--- config.mk ---
export PLATFORM = sky130hd
export DESIGN_NAME = mem_access_ctrl
export DESIGN_NICKNAME = d
export VERILOG_FILES = /design/src/rtl/mem_access_ctrl.sv
export SDC_FILE = /design/constraint.sdc
export NUM_CORES = 1
export LEC_CHECK = 0
export CORE_MARGIN = 1
export CORE_UTILIZATION = 39
export CTS_CLUSTER_SIZE = 20
export DETAILED_ROUTE_END_ITERATION = 12
export PLACE_DENSITY = 0.79
export SETUP_SLACK_MARGIN = 0.15
export SYNTH_ARGS = -nofsm -noshare
export SYNTH_HDL_FRONTEND = slang
export SYNTH_SLANG_ARGS = --single-unit
export TNS_END_PERCENT = 30
--- constraint.sdc ---
create_clock -name CLK -period 1.6 [get_ports CLK]
set_input_delay 0.24 -clock CLK [delete_from_list [all_inputs] [get_ports CLK]]
set_output_delay 0.24 -clock CLK [all_outputs]
set_load 0.1 [all_outputs]
--- src/rtl/mem_access_ctrl.sv ---
// mem_access_ctrl: MEM-stage data cache access controller.
// Turns a decoded load/store into a held dREN/dWEN request, stalls the
// pipeline until dhit, and hands captured load data to the MEM/WB latch.
// Optional feature macro: LLSC_EN adds ll_in/sc_in and the LL/SC
// reservation (link_valid/link_addr).
module mem_access_ctrl (
    input  logic        CLK,
    input  logic        nRST,
    input  logic        memRead_in,
    input  logic        memWrite_in,
    input  logic [31:0] aluResult_in,
    input  logic [31:0] storeData_in,
`ifdef LLSC_EN
    input  logic        ll_in,
    input  logic        sc_in,
`endif
    input  logic        dhit,
    input  logic [31:0] dmemload,
    output logic        dREN,
    output logic        dWEN,
    output logic [31:0] daddr,
    output logic [31:0] dstore,
    output logic        mem_stall,
    output logic        mem_done,
    output logic [31:0] dmemload_out,
    output logic        misalign
);

    localparam int unsigned WORD_W = 32;

    typedef enum logic [1:0] {IDLE, BUSY, DONE} state_t;

    state_t              state, state_n;
    logic                req, aligned;
    logic                dren_n, dwen_n, done_n;
    logic [WORD_W-1:0]   daddr_n, dstore_n, dout_n;
`ifdef LLSC_EN
    logic                link_valid, link_valid_n;
    logic [WORD_W-1:0]   link_addr, link_addr_n;
    logic                op_ll, op_ll_n, op_sc, op_sc_n;
`endif

    // request decode; a simultaneous read and write is treated as a store
    assign req     = memRead_in | memWrite_in;
    assign aligned = (aluResult_in[1:0] == 2'b00);

    // combinational handshake toward the pipeline, held quiet during reset
    assign mem_stall = nRST & (((state == IDLE) & req & aligned) | (state == BUSY));
    assign misalign  = nRST & (state == IDLE) & req & ~aligned;

    // state and registered outputs
    always_ff @(posedge CLK or negedge nRST) begin
        if (!nRST) begin
            state        <= IDLE;
            dREN         <= 1'b0;
            dWEN         <= 1'b0;
            daddr        <= '0;
            dstore       <= '0;
            dmemload_out <= '0;
            mem_done     <= 1'b0;
`ifdef LLSC_EN
            link_valid   <= 1'b0;
            link_addr    <= '0;
            op_ll        <= 1'b0;
            op_sc        <= 1'b0;
`endif
        end else begin
            state        <= state_n;
            dREN         <= dren_n;
            dWEN         <= dwen_n;
            daddr        <= daddr_n;
            dstore       <= dstore_n;
            dmemload_out <= dout_n;
            mem_done     <= done_n;
`ifdef LLSC_EN
            link_valid   <= link_valid_n;
            link_addr    <= link_addr_n;
            op_ll        <= op_ll_n;
            op_sc        <= op_sc_n;
`endif
        end
    end

    // next state and next register values
    always_comb begin
        state_n  = state;
        dren_n   = dREN;
        dwen_n   = dWEN;
        daddr_n  = daddr;
        dstore_n = dstore;
        dout_n   = dmemload_out;
        done_n   = 1'b0;
`ifdef LLSC_EN
        link_valid_n = link_valid;
        link_addr_n  = link_addr;
        op_ll_n      = op_ll;
        op_sc_n      = op_sc;
`endif
        case (state)
            IDLE: begin
                if (req && aligned) begin
`ifdef LLSC_EN
                    // a failing SC never touches memory and reports 0
                    if (sc_in && !(link_valid && (link_addr == aluResult_in))) begin
                        state_n      = DONE;
                        done_n       = 1'b1;
                        dout_n       = '0;
                        link_valid_n = 1'b0;
                    end else
`endif
                    begin
                        state_n  = BUSY;
                        dwen_n   = memWrite_in;
                        dren_n   = ~memWrite_in;
                        daddr_n  = aluResult_in;
                        dstore_n = storeData_in;
`ifdef LLSC_EN
                        op_ll_n  = ll_in & ~memWrite_in;
                        op_sc_n  = sc_in;
`endif
                    end
                end
            end
            BUSY: begin
                if (dhit) begin
                    state_n = DONE;
                    done_n  = 1'b1;
                    dren_n  = 1'b0;
                    dwen_n  = 1'b0;
                    if (dREN) begin
                        dout_n = dmemload;
                    end
`ifdef LLSC_EN
                    if (op_sc) begin
                        dout_n       = WORD_W'(1);
                        link_valid_n = 1'b0;
                    end else if (op_ll) begin
                        link_valid_n = 1'b1;
                        link_addr_n  = daddr;
                    end else if (dWEN && (daddr == link_addr)) begin
                        link_valid_n = 1'b0;
                    end
`endif
                end
            end
            DONE: begin
                state_n = IDLE;
            end
            default: begin
                state_n = IDLE;
            end
        endcase
    end

endmodule

### After elaboration in Yosys (flattened, before gate mapping)

Index checks and enable logic that the tools add are counted.
W data, S select, Z words.

| storage, ports and cells | value |
|---|---|
| flip-flop bits (word level) | 101 |
| bits of input ports | 101 |

| operators by class | value |
|---|---|
| equality and inequality tests | 3 |
| multiplexer cells | 10 |
| bitwise operators | 10 |
| reduce and logical (&&, ||, !) cells | 8 |

Operators with widths:

| operator | number |
|---|---|
| $and A1 B1 Y1 | 6 |
| $reduce_and A3 Y1 | 2 |
| $mux W1 | 5 |
| $logic_not A2 Y1 | 2 |
| $mux W2 | 2 |
| $pmux W1 S2 | 2 |
| $pmux W2 S2 | 1 |
| $reduce_and A2 Y1 | 2 |
| $eq A2 B1 Y1 const B | 1 |
| $ne A2 B1 Y1 const B | 1 |
| $ne A2 B2 Y1 const B | 1 |
| $not A1 Y1 | 2 |
| $or A1 B1 Y1 | 2 |
| $reduce_bool A2 Y1 | 1 |
| $logic_and A1 B1 Y1 | 1 |

### Logic depth before layout (Yosys ltp)

| logic depth | value |
|---|---|
| word-level depth | 5 |
| gate-level depth with buffers | 5 |
| depth with buffers taken out | 3 |

### Least setup slack after synthesis

Ideal clock, no wire load.

| timing path | value |
|---|---|
| kind | reg2out |
| start | reg state[1] |
| end | out misalign |
| arrival time | 3.492 ns |
| data required time | 1.360 ns |
| slack | -2.132 ns |
| cell stages (with the launch flop) | 3 |
| cells stage by stage | dfrtp_1 > nor2_2 > nor4bb_1 |

| on the way | value |
|---|---|
| longest elaborated chain between the ends | 4 |

Ends and longest elaborated chain:

| item | line | source |
|---|---|---|
| from (decl) | 33 | `state_t state, state_n;` |
| from (signal assigned) | 68 | `state <= state_n;` |
| $logic_not A2 Y1 | 49 | `assign misalign = nRST & (state == IDLE) & req & ~aligned;` |
| $and A1 B1 Y1 (3 in series) | 49 |  |
| to (decl) | 26 | `output logic misalign` |

No other way between the ends.

### Worst setup path in the final report

| timing path | value |
|---|---|
| start | reg state[0] |
| end | out misalign |

Same word-level chain as after synthesis.

==> results.toml <==
[cells_and_area]
drive_above_1_share_pct = 52.9
num-nets-final = 540
area_growth_pct = 97.6
layout_commonest_cell = "buf_12"
antennaDiodeCount = 0
layout_common_cells = "buf_12, dfrtp_1, clkdlybuf4s50_1"

[yosys]
ys_seq_elements = 101
netlist_area_sq_mm = 0.00387
netlist-cell-type-count = 18
ys_seq_area_share_pct = 65.3
synthCells = 222
synth_nets = 323
yosysWarningCount = 0
syn_avg_cell_area_sq_um = 17.4

[sta]
final-setup-viol-count = 2
hold_violations = 0
finalCritPeriodShare_pct = 103
worst_pin_slew_ns = 0.431
fmax_mhz = 606
slew_headroom_pct = 71.3
rsz0062_at_grt = "true"
fin_hold_ws_ns = 0.307
min_period_ns = 1.65
finClkSkew_ns = 0.00913
final-max-slew-violation-count = 0
finalWorstSetupSlack_ns = -0.0503

[flow_run]
cap_viol_max_count = 0

[cts]
cts_buffer_depth = 2
cts.clk_slew.worst_paths_ns = 0.09
cts_buffers = 9
cts_tree = "done"
cts.sinks = 101
htreeDepth = 3
root_buffer = "clkbuf_8"
insertion_delay_ns = 0.35

[global_routing]
track_usage_pct = 20.9
antenna_found_initial = 0
grt_pass1_vias = 2978
globalRouteOverflowTotal = 0
grt_pass1_wl_mm = 16.0
grt_start_max_net_pins = 82

[setup_path]
crit_path_start_kind = "flip-flop"
end_kind = "output pin"
critical_path.max_stage_delay_ns = 0.42
worstSetupPathType = "flip-flop to output pin"
cp_cell_sequence = "nor2_4 -> nor4bb_4 -> buf_12"
worst-path-max-fanout = 2
worst_ep_arrival_time_ns = 1.41
slowest_stage = "dfrtp_1"
required_ns = 1.36

[floorplanning]
pin_count = 202
coreArea_sq_mm = 0.00942
fp.dieW_um = 102
fp-row-count = 35
die_y_um = 102
die-area_sq_mm = 0.0103
initial_core_util_pct = 41.1

[place]
gp_congestion = 0.689
hpwl_mm = 7.94
portBuffers = 201

[detailed_routing]
viasPerCell = 4.69
wirelength_mm = 11.0
vias = 2689
antenna_left = 0
wl_per_cell_um = 19.1
first_pass_iters = 3
drc = 0
first_iter_violations = 43

[hold_path]
hold_class = "input port to asynchronous set/reset pin"

[outcome]
status = "finished, violations left"
violations = "negative setup slack"
## synth_stat cells (all sizes together)
cell type	number	area share (%)
and3b	2	0.48
nor4bb	1	0.26
dfrtp	101	65
o21ai	1	0.13
buf	10	2.3
nor2b	1	0.16
nand2b	2	0.32
mux2	95	29
and2	2	0.32
mux2i	1	0.26
nor2	3	0.42
nand3b	1	0.52
nand2	1	0.29
a21boi	1	0.19
## logic make-up (layout without fill, tap and decap cells)
kind of cell,after synthesis,after routing,share of synthesized area [%]
AO/OA/AOI/OAI,2,2,0.323
buffers and inverters,10,232,2.26
flip-flops,101,101,65.3
multiplexers,96,96,29.3
AND/OR/NAND/NOR,13,13,2.78
## worst max-delay path, delay by kind of cell, from the launching register on
| kind | cells | cell delay (ns) |
|---|---|---|
| simple gates | 2 | 0.43 |
| buf+inv | 1 | 0.22 |
| flops | 1 | 0.42 |
## path summary, 6_finish.rpt
path	startpoint	to	slack (ns)	cells past startpoint
worst max-delay path	state[0]	misalign	-0.05	3
worst min-delay path	nRST	state[1]	0.31	2
worst max register to register	state[0]	dmemload_out[9]	0.08	5
worst min register to register	daddr[0]	daddr[0]	0.56	1
max in group asynchronous	nRST	dstore[29]	0.60	3
min in group CLK	memWrite_in	dREN	0.32	3
## stage by stage
stage          instances  instance area [sq um]  TNS (ns)  utilization, %  worst slack (ns)
5_1_grt              573                   7650    -0.205            81.2            -0.117
3_5_place_dp         551                   7110    -14.05            75.5            -0.201
6_report             573                   7650   -0.0694            81.2           -0.0503
2_1_floorplan        222                   3900    -0.397               -            -0.254
3_3_place_gp         551                   7110    -10.51            75.5            -0.150
4_1_cts              570                   7450    -0.104            79.2           -0.0717
## repair_timing
action	4_1_cts	5_1_grt
hold endpoints to repair	93	0
endpoints found under the setup margin	2	91
pin swaps	4	0
gates cloned	0	3
resized for setup	37	33
buffers inserted	2	0
hold buffers	1	0
## registers in the layout, summed over array words and instances, names as in the netlist
name / cells
mem_done: 1
state: 2
dWEN: 1
dREN: 1
dmemload_out: 32
daddr: 32
dstore: 32
## layer usage
layer,wire length (um),part of all wire (%),track usage (%)
met1,3930,36,23.8
met2,6020,55,36.9
met3,893,8.1,7.11
met4,121,1.1,6.13
met5,0,0,0
## layout make-up
class	instances	area [sq um]
Clock buffer	12	155
Tap cell	129	161
Clock inverter	4	32.5
Fill cell	511	1770
Timing Repair Buffer	216	3250
Sequential cell	101	2530
Multi-Input combinational cell	111	1520
Power is not shown: default switching activity piles up to over one toggle a cycle in this logic, so the estimate is an artifact.
